$ cat src/rtl/dec8b10b_lane_if.sv
// Symbol/result bundle for dec8b10b_lane: the slave is the decoder, the master is the
// deserializer/link-layer side that feeds symbols and consumes decoded bytes.
interface dec8b10b_lane_if #(
  parameter int unsigned LANES = 1,
  parameter int unsigned CNT_W = 8
);
  logic                     valid_in;
  logic [LANES*10-1:0]      datin;
  logic                     err_clr;
  logic                     valid_out;
  logic [LANES*8-1:0]       datout;
  logic [LANES-1:0]         kout;
  logic [LANES-1:0]         code_err;
  logic [LANES-1:0]         disp_err;
  logic [LANES-1:0]         rd_out;
  logic [LANES*CNT_W-1:0]   err_cnt;

  modport master (
    output valid_in, datin, err_clr,
    input  valid_out, datout, kout, code_err, disp_err, rd_out, err_cnt
  );

  modport slave (
    input  valid_in, datin, err_clr,
    output valid_out, datout, kout, code_err, disp_err, rd_out, err_cnt
  );
endinterface

$ cat src/rtl/dec8b10b_lane.sv
// Pipelined 10b/8b decoder: LANES independent lanes, 2-cycle latency, per-lane running disparity.
// Define ERR_CNT_EN to build the saturating per-lane error counters (err_cnt/err_clr).
module dec8b10b_lane #(
  parameter int unsigned LANES   = 1,
  parameter int unsigned CNT_W   = 8,
  parameter bit          RD_INIT = 1'b0
) (
  input logic            clk,
  input logic            reset_n,
  dec8b10b_lane_if.slave bus
);

  typedef enum logic [1:0] {DISP_NEUT, DISP_POS, DISP_NEG} disp_e;

  typedef struct packed {
    logic       code_err;
    logic       k;
    logic [7:0] dat;
    disp_e      c6;
    disp_e      c4;
  } cls_t;

  // {valid, EDCBA}; K28 shares the D.28 byte value
  function automatic logic [5:0] dec6(input logic [5:0] s);
    case (s)
      6'b100111, 6'b011000: return {1'b1, 5'd0};
      6'b011101, 6'b100010: return {1'b1, 5'd1};
      6'b101101, 6'b010010: return {1'b1, 5'd2};
      6'b110001:            return {1'b1, 5'd3};
      6'b110101, 6'b001010: return {1'b1, 5'd4};
      6'b101001:            return {1'b1, 5'd5};
      6'b011001:            return {1'b1, 5'd6};
      6'b111000, 6'b000111: return {1'b1, 5'd7};
      6'b111001, 6'b000110: return {1'b1, 5'd8};
      6'b100101:            return {1'b1, 5'd9};
      6'b010101:            return {1'b1, 5'd10};
      6'b110100:            return {1'b1, 5'd11};
      6'b001101:            return {1'b1, 5'd12};
      6'b101100:            return {1'b1, 5'd13};
      6'b011100:            return {1'b1, 5'd14};
      6'b010111, 6'b101000: return {1'b1, 5'd15};
      6'b011011, 6'b100100: return {1'b1, 5'd16};
      6'b100011:            return {1'b1, 5'd17};
      6'b010011:            return {1'b1, 5'd18};
      6'b110010:            return {1'b1, 5'd19};
      6'b001011:            return {1'b1, 5'd20};
      6'b101010:            return {1'b1, 5'd21};
      6'b011010:            return {1'b1, 5'd22};
      6'b111010, 6'b000101: return {1'b1, 5'd23};
      6'b110011, 6'b001100: return {1'b1, 5'd24};
      6'b100110:            return {1'b1, 5'd25};
      6'b010110:            return {1'b1, 5'd26};
      6'b110110, 6'b001001: return {1'b1, 5'd27};
      6'b001110, 6'b001111,
      6'b110000:            return {1'b1, 5'd28};
      6'b101110, 6'b010001: return {1'b1, 5'd29};
      6'b011110, 6'b100001: return {1'b1, 5'd30};
      6'b101011, 6'b010100: return {1'b1, 5'd31};
      default:              return 6'b0;
    endcase
  endfunction

  // {valid, HGF}
  function automatic logic [3:0] dec4(input logic [3:0] f);
    case (f)
      4'b0100, 4'b1011:                   return {1'b1, 3'd0};
      4'b1001:                            return {1'b1, 3'd1};
      4'b0101:                            return {1'b1, 3'd2};
      4'b0011, 4'b1100:                   return {1'b1, 3'd3};
      4'b0010, 4'b1101:                   return {1'b1, 3'd4};
      4'b1010:                            return {1'b1, 3'd5};
      4'b0110:                            return {1'b1, 3'd6};
      4'b0001, 4'b1110, 4'b0111, 4'b1000: return {1'b1, 3'd7};
      default:                            return 4'b0;
    endcase
  endfunction

  function automatic cls_t classify(input logic [9:0] sym);
    logic [5:0] s6;
    logic [3:0] s4;
    logic [3:0] f4;
    logic [5:0] d6;
    logic [3:0] d4;
    logic       k28;
    logic       k_x7;
    logic       a7m;
    logic       a7p;
    logic       bad_a7;
    logic       bad_k28;
    cls_t       c;
    s6   = sym[9:4];
    s4   = sym[3:0];
    k28  = (s6 == 6'b001111) || (s6 == 6'b110000);
    k_x7 = s6 inside {6'b111010, 6'b000101, 6'b110110, 6'b001001,
                      6'b101110, 6'b010001, 6'b011110, 6'b100001};
    a7m  = s6 inside {6'b100011, 6'b010011, 6'b001011};
    a7p  = s6 inside {6'b110100, 6'b101100, 6'b011100};
    // K28 from RD+ is the bitwise complement of its RD- form, so fghj decodes inverted
    f4   = (s6 == 6'b110000) ? ~s4 : s4;
    d6   = dec6(s6);
    d4   = dec4(f4);
    bad_a7  = ((s4 == 4'b0111) && !(a7m || k28 || k_x7)) ||
              ((s4 == 4'b1000) && !(a7p || k28 || k_x7));
    bad_k28 = k28 && !(f4 inside {4'b0100, 4'b1001, 4'b0101, 4'b0011,
                                  4'b0010, 4'b1010, 4'b0110, 4'b1000});
    c.code_err = !d6[5] || !d4[3] || bad_a7 || bad_k28;
    c.k        = k28 || (k_x7 && ((s4 == 4'b0111) || (s4 == 4'b1000)));
    c.dat      = {d4[2:0], d6[4:0]};
    if (($countones(s6) > 3) || (s6 == 6'b111000))      c.c6 = DISP_POS;
    else if (($countones(s6) < 3) || (s6 == 6'b000111)) c.c6 = DISP_NEG;
    else                                                c.c6 = DISP_NEUT;
    if (($countones(s4) > 2) || (s4 == 4'b1100))        c.c4 = DISP_POS;
    else if (($countones(s4) < 2) || (s4 == 4'b0011))   c.c4 = DISP_NEG;
    else                                                c.c4 = DISP_NEUT;
    return c;
  endfunction

  // {illegal_for_rd, rd_next}
  function automatic logic [1:0] rd_step(input disp_e c, input logic rd);
    case (c)
      DISP_POS: return {rd, 1'b1};
      DISP_NEG: return {~rd, 1'b0};
      default:  return {1'b0, rd};
    endcase
  endfunction

  logic                       v1_q, v1_d;
  cls_t [LANES-1:0]           cls_q, cls_d;
  logic                       valid_out_q, valid_out_d;
  logic [LANES-1:0][7:0]      datout_q, datout_d;
  logic [LANES-1:0]           kout_q, kout_d;
  logic [LANES-1:0]           code_err_q, code_err_d;
  logic [LANES-1:0]           disp_err_q, disp_err_d;
  logic [LANES-1:0]           rd_q, rd_d;
  logic [LANES-1:0][1:0]      st6, st4;

  always_comb begin
    v1_d  = bus.valid_in;
    cls_d = cls_q;
    if (bus.valid_in) begin
      for (int unsigned n = 0; n < LANES; n++) begin
        cls_d[n] = classify(bus.datin[10*n +: 10]);
      end
    end
  end

  always_comb begin
    for (int unsigned n = 0; n < LANES; n++) begin
      st6[n] = rd_step(cls_q[n].c6, rd_q[n]);
      st4[n] = rd_step(cls_q[n].c4, st6[n][0]);
    end
  end

  always_comb begin
    valid_out_d = v1_q;
    datout_d    = datout_q;
    kout_d      = kout_q;
    code_err_d  = code_err_q;
    disp_err_d  = disp_err_q;
    rd_d        = rd_q;
    if (v1_q) begin
      for (int unsigned n = 0; n < LANES; n++) begin
        code_err_d[n] = cls_q[n].code_err;
        disp_err_d[n] = st6[n][1] | st4[n][1];
        kout_d[n]     = cls_q[n].k & ~cls_q[n].code_err;
        datout_d[n]   = cls_q[n].code_err ? 8'h00 : cls_q[n].dat;
        rd_d[n]       = st4[n][0];
      end
    end
  end

  always_ff @(posedge clk or negedge reset_n) begin
    if (!reset_n) begin
      v1_q        <= 1'b0;
      cls_q       <= '0;
      valid_out_q <= 1'b0;
      datout_q    <= '0;
      kout_q      <= '0;
      code_err_q  <= '0;
      disp_err_q  <= '0;
      rd_q        <= {LANES{RD_INIT}};
    end else begin
      v1_q        <= v1_d;
      cls_q       <= cls_d;
      valid_out_q <= valid_out_d;
      datout_q    <= datout_d;
      kout_q      <= kout_d;
      code_err_q  <= code_err_d;
      disp_err_q  <= disp_err_d;
      rd_q        <= rd_d;
    end
  end

  assign bus.valid_out = valid_out_q;
  assign bus.datout    = datout_q;
  assign bus.kout      = kout_q;
  assign bus.code_err  = code_err_q;
  assign bus.disp_err  = disp_err_q;
  assign bus.rd_out    = rd_q;

`ifdef ERR_CNT_EN
  logic [LANES-1:0][CNT_W-1:0] err_cnt_q, err_cnt_d;

  always_comb begin
    err_cnt_d = err_cnt_q;
    for (int unsigned n = 0; n < LANES; n++) begin
      if (bus.err_clr) begin
        err_cnt_d[n] = '0;
      end else if (v1_q && (cls_q[n].code_err | st6[n][1] | st4[n][1]) &&
                   (err_cnt_q[n] != '1)) begin
        err_cnt_d[n] = err_cnt_q[n] + 1'b1;
      end
    end
  end

  always_ff @(posedge clk or negedge reset_n) begin
    if (!reset_n) begin
      err_cnt_q <= '0;
    end else begin
      err_cnt_q <= err_cnt_d;
    end
  end

  assign bus.err_cnt = err_cnt_q;
`else
  logic unused_err_clr;
  assign unused_err_clr = bus.err_clr;
  assign bus.err_cnt    = '0;
`endif

endmodule

$ cat src/flat_wrapper.sv
// flat-port wrapper written by rule: the top's interface ports become plain ports
module dec8b10b_lane_flat 
#(
  parameter int unsigned LANES   = 1,
  parameter int unsigned CNT_W   = 8,
  parameter bit          RD_INIT = 1'b0
)
  (clk, reset_n, bus_valid_in, bus_datin, bus_err_clr, bus_valid_out, bus_datout, bus_kout, bus_code_err, bus_disp_err, bus_rd_out, bus_err_cnt);
  dec8b10b_lane_if #(.LANES(LANES), .CNT_W(CNT_W)) bus_i ();
  input logic clk;
  input logic reset_n;
  input wire logic [$bits(bus_i.valid_in)-1:0] bus_valid_in;
  input wire logic [$bits(bus_i.datin)-1:0] bus_datin;
  input wire logic [$bits(bus_i.err_clr)-1:0] bus_err_clr;
  output wire logic [$bits(bus_i.valid_out)-1:0] bus_valid_out;
  output wire logic [$bits(bus_i.datout)-1:0] bus_datout;
  output wire logic [$bits(bus_i.kout)-1:0] bus_kout;
  output wire logic [$bits(bus_i.code_err)-1:0] bus_code_err;
  output wire logic [$bits(bus_i.disp_err)-1:0] bus_disp_err;
  output wire logic [$bits(bus_i.rd_out)-1:0] bus_rd_out;
  output wire logic [$bits(bus_i.err_cnt)-1:0] bus_err_cnt;
  assign bus_i.valid_in = bus_valid_in;
  assign bus_i.datin = bus_datin;
  assign bus_i.err_clr = bus_err_clr;
  assign bus_valid_out = bus_i.valid_out;
  assign bus_datout = bus_i.datout;
  assign bus_kout = bus_i.kout;
  assign bus_code_err = bus_i.code_err;
  assign bus_disp_err = bus_i.disp_err;
  assign bus_rd_out = bus_i.rd_out;
  assign bus_err_cnt = bus_i.err_cnt;
  dec8b10b_lane #(.LANES(LANES), .CNT_W(CNT_W), .RD_INIT(RD_INIT)) u_core (.clk(clk), .reset_n(reset_n), .bus(bus_i));
endmodule
$ cat config.mk
export PLATFORM = sky130hd
export DESIGN_NAME = dec8b10b_lane_flat
export DESIGN_NICKNAME = d
export VERILOG_FILES = /design/src/rtl/dec8b10b_lane_if.sv /design/src/rtl/dec8b10b_lane.sv /design/src/flat_wrapper.sv
export SDC_FILE = /design/constraint.sdc
export NUM_CORES = 1
export LEC_CHECK = 0
export ABC_CLOCK_PERIOD_IN_PS = 1500
export CORE_ASPECT_RATIO = 1.25
export CORE_MARGIN = 5
export CORE_UTILIZATION = 50
export DETAILED_ROUTE_END_ITERATION = 10
export PLACE_DENSITY = 0.76
export SYNTH_ARGS = -nofsm -noshare
export SYNTH_HDL_FRONTEND = slang
export SYNTH_SLANG_ARGS = --single-unit
$ cat constraint.sdc
create_clock -name clk -period 1.5 [get_ports clk]
set_input_delay 0.225 -clock clk [delete_from_list [all_inputs] [get_ports clk]]
set_output_delay 0.225 -clock clk [all_outputs]
set_load 0.01 [all_outputs]
### Yosys cells after proc, flatten, opt, wreduce, memory -nomap -nowiden

Memories as Yosys holds them, arrays and structs flattened.
Cells that the tools add are included.

* memory bits (read-only): 448
* input bits: 14
* RAM bits: 0
* output and inout port bits: 21
* bits in latches: 0
* flip-flop bits (word level): 28
* memories: 2

* bitwise logic cells: 6
* add/sub/neg operators: 8
* div/mod/pow operators: 0
* magnitude comparators: 4
* shift-type cells: 0
* multiply operators: 0
* equal/unequal tests: 34
* reduce and logical (&&, ||, !) cells: 28
* mux-type cells: 10

Memories
* (no name shown): words 64, width 6, read ports 1, clocked after Yosys merged registers in 0, write ports 0, line dec8b10b_lane.sv:25 `case (s)`
* (no name shown): words 16, width 4, read ports 1, clocked after Yosys merged registers in 0, write ports 0, line dec8b10b_lane.sv:65 `case (f)`

Operators with widths (count)
* adder 32 bit: 3
* greater-than comparator 32 x 3 -> 1 bit (second input constant): 2
* less-than comparator 32 x 3 -> 1 bit (second input constant): 2
* == test 6 bit (second input constant): 9
* == test 6 x 5 -> 1 bit (second input constant): 4
* == test 4 bit (second input constant): 5
* == test 6 x 4 -> 1 bit (second input constant): 3
* == test 4 x 3 -> 1 bit (second input constant): 4
* nonzero test 8 bit: 2
* logical OR 1 bit: 15
* == test 4 x 2 -> 1 bit (second input constant): 3
* == test 6 x 3 -> 1 bit (second input constant): 2
* adder 1 x 1 -> 2 bit: 5
* two-way mux 2 bit: 4
* two-way mux 4 bit: 2
* two-way mux 8 bit: 1
* case mux 2 bit (2 select lines): 2
* two-way mux 6 bit: 1
* nonzero test 3 bit: 2
* zero test 1 bit: 5
* == test 2 x 1 -> 1 bit (second input constant): 2
* == test 2 bit (second input constant): 2
* logical AND 1 bit: 4
* NOT 4 bit: 1
* other kinds (3): 5

### Longest topological paths before layout

* depth in word-level cells: 9
* mapped depth: 13
* gate-level depth less buffers: 11

### Worst setup path after synthesis

No wires, ideal clock.

* kind: input-to-reg
* start point: input bus_datin[6]
* end point: register u_core.cls_q[9] in the netlist's numbering
* cell stages on the path: 11
* buffers on the path: 2
* data required time: 1.423 ns
* library setup time: 0.077 ns
* slack: -1.103 ns
* arrival: 2.526 ns
* path through: buf_2 inv_1 ha_1 and3_1 buf_2 xnor2_1 ha_1 nor2_1 mux4_2 mux2_2 a21oi_1

* cells in the longest elaborated chain, start to end: 4

Ends and longest elaborated chain
* from (decl): line flat_wrapper.sv:13 `input wire logic [$bits(bus_i.datin)-1:0] bus_datin;`
* == test 6 bit: line dec8b10b_lane.sv:99 `f4 = (s6 == 6'b110000) ? ~s4 : s4;`
* two-way mux 4 bit: line dec8b10b_lane.sv:99
* memory (16 x 4 bit)
* two-way mux 4 bit: line dec8b10b_lane.sv:140 `if (bus.valid_in) begin`
* to (signal assigned): line dec8b10b_lane.sv:184 `cls_q <= cls_d;`
* to (decl): line dec8b10b_lane.sv:128 `cls_t [LANES-1:0] cls_q, cls_d;`

Every way passes these cells. The select of a mux whose other input is x is not followed.
A chain may end at the register's enable or synchronous reset.

### Worst setup path after layout

Same ends and word-level chain as after synthesis.

==> metrics <==
status=finished, violations left; failing checks=setup timing; # setup viols final=9; R2R cell count=6; Fin Hold WS=329.5 ps; share of the synthesized area in the top cell type=26.23%; Final #Nets=between 400 and 500; critical path data required time=1700 ps; die width=75.38 µm; port buffer count=25; GPL Wtd Cong=0.8418; Leakage=~1.6 nW; Vias=about 2.5k; Cell variety after synth=54; H-tree levels=1; total wire length=between 6000 and 7000 µm; count leader, synth=inv_1; Fillers=~360; worst setup margin=-328.8 ps; multi-input logic area=2016 µm²; min Tclk post-route=1829 ps; worst clock skew=2.177 ps; final core utilization=74.64%; DRT met1 WL=2755 µm; Post-synth EDFFs=0; clock sink count=28; RSZ-0062 raised after global routing=true; CP max stage cell=mux4_2; Root Buffer=clkbuf_8; Detailed Place HPWL=4932 µm; initial DRC count=roughly 150; drt drc=0; MaxCap Viol Count=0; critical path class=in2reg; fraction of registers with async set/reset=100.0%; worst hold path class=in2async; cell taking the most area after synthesis=dfrtp_1; first-pass GRT wire length=11300 µm; Clk Latency, worst-skew pair=270 ps; core box area=5116 µm²; crit start category=input pin; register area=700.7 µm²; Synth Warn #=0; worst-path cell chain=buf_8, inv_4, ha_4, buf_4, nand3_2, nand2_2, nand2_4, inv_4, ha_4, nor2_1, mux4_2, mux2_4, a21oi_2; R2R Setup Slk=-10 ps; Site Rows=29; largest net degree at the start of global routing=29; Inserted Diodes=0; Mapped Cells=316; crit path launch=bus_datin[6]; Fin. Hold Viols=0; biggest cell delay along the critical path=460 ps; share of layout cells above drive strength 1=35.29%; met3 WL post-DR=approximately 260 µm; Arrival @ worst endpoint=2030 ps; clock buffer depth=2; reg2reg start=u_core.cls_q[3]; Primary FF master, synth=dfrtp_1; register clock-pin slew on the reported worst setup and hold paths=80 ps; Top Metal Used=met4; clock buffer count from CTS=3; Routed wire per std cell=approximately 15 µm; die area=6913 µm²; gr ovfl total=0; Die H=91.72 µm; CTS Hold Bufs=0; synthesized area=2671 µm²; number of vias per cell=~5.6; Synth Area per Inst=approximately 8.5 µm²; initial antenna violation count=0; DRT antenna net count=0; WL met2=3620 µm; max-slew violation count=0; All-Layer GR Usage=20.18%; period utilisation layout=121.9%; nature of the critical path endpoint=register; largest fanout on the critical path=4; Top Ports=35; Initial Utilization=between 50% and 60%; number of synthesized register bits=28; vias in the first global route=2478; post-synthesis sequential area ratio=26.23%; Pwr Density=694.4 nW/µm²; Max VDD drop=0.2980 mV; end of the worst register-to-register path=u_core.bus.disp_err; Layout area overhead=42.95%; synth top area cells=dfrtp_1 (26%), ha_1 (15%), inv_1 (4.5%); DRT Pass-1 Iters=4; Post-synth top cells=inv_1 (32), ha_1 (31), dfrtp_1 (28), nand2_1 (20), nor2_1 (20); TritonCTS clock tree=built; max frequency=546.8 MHz
where the power goes:
group / switching [mW] / internal, mW
combinational: 0.611 / 0.685
clock: 0.207 / 0.180
sequential: 0.0902 / 0.879
worst max-delay path by stage:
| stage | endpoint | cells past startpoint | slack, ps |
|---|---|---|---|
| floorplan | u_core.cls_q[9] | 11 | -780 |
| global placement | u_core.cls_q[9] | 10 | -1150 |
| detailed placement | u_core.cls_q[9] | 10 | -1220 |
| CTS | u_core.cls_q[9] | 10 | -310 |
| global route | u_core.cls_q[13] | 12 | -390 |
| finish | u_core.cls_q[9] | 13 | -330 |
per-layer routing:
metal	GRT usage, %	vias up
met2	36.02	71
met3	1.204	17
li1	-	1265
met4	6.268	0
met5	0	-
met1	25.22	1186
logic make-up (layout without fill, tap and decap cells):
family / after synthesis / after routing / synth area share, %
buf+inv: 61 / 129 / 10.82
simple gates: 87 / 87 / 16.35
compound gates: 88 / 88 / 21.92
other cells: 1 / 8 / 0.1404
fa+ha+maj: 35 / 35 / 17.19
mux: 11 / 11 / 5.714
flops: 28 / 28 / 26.23
xor+xnor: 5 / 5 / 1.640
final cells by class:
cell class | instances | share of cell area [%]
Timing Repair Buffer | 93 | 21.79
Inverter | 33 | 3.965
Tap cell | 62 | 2.031
Sequential cell | 28 | 18.35
Multi-Input combinational cell | 234 | 52.79
Clock buffer | 3 | 1.081
per-stage QoR:
step / cell area, µm² / TNS, ps / cells / power (mW) / worst slack (ps)
after floorplan: 2887 / -2914 / 323 / 1.662 / -780.6
after global placement: 3450 / -11780 / 439 / 2.059 / -1152
after detailed placement: 3450 / -12290 / 439 / 2.103 / -1215
after CTS: 3691 / -1489 / 446 / 2.575 / -305.2
after global routing: 3819 / -2216 / 453 / 2.848 / -391.3
final: 3819 / -1582 / 453 / 2.652 / -328.8
state kept, by name (all words and copies together) (netlist names):
signal                cells
u_core.bus.disp_err       1
u_core.bus.valid_out      1
u_core.v1_q               1
u_core.bus.kout           1
u_core.cls_q             14
u_core.bus.rd_out         1
u_core.bus.code_err       1
u_core.bus.datout         8
worst max-delay path, delay by kind of cell:
kind | cells | cell delay, ps
fa+ha+maj | 2 | 260
buf+inv | 4 | 360
simple gates | 4 | 300
mux | 2 | 750
compound gates | 1 | 120
placed cells by master, fill, tap and decap left out, types with 4 or more instances in the layout:
master / synthesis / final
nand3_1: 11 / 11
o21ai_0: 18 / 16
inv_2: 1 / 7
ha_1: 31 / 14
a21oi_1: 19 / 18
mux2i_1: 4 / 4
a31oi_1: 8 / 8
buf_4: 12 / 59
clkdlybuf4s50_1: 0 / 15
dfrtp_1: 28 / 28
nor2b_1: 5 / 5
conb_1: 1 / 8
buf_8: 0 / 6
nand3b_1: 10 / 10
ha_4: 0 / 15
inv_4: 0 / 4
inv_1: 32 / 18
buf_6: 1 / 9
nor2_1: 20 / 19
nand2_1: 20 / 16
nor3_1: 10 / 9
o2111ai_1: 4 / 4
a211oi_1: 7 / 6
repair_timing:
item / 4_1_cts / 5_1_grt
gates cloned: 0 / 0
resized for setup: 76 / 20
endpoints found under the setup margin: 15 / 15
pin swaps: 24 / 16
buffers inserted: 5 / 8
No activity file was read; power rests on OpenSTA's default activity.
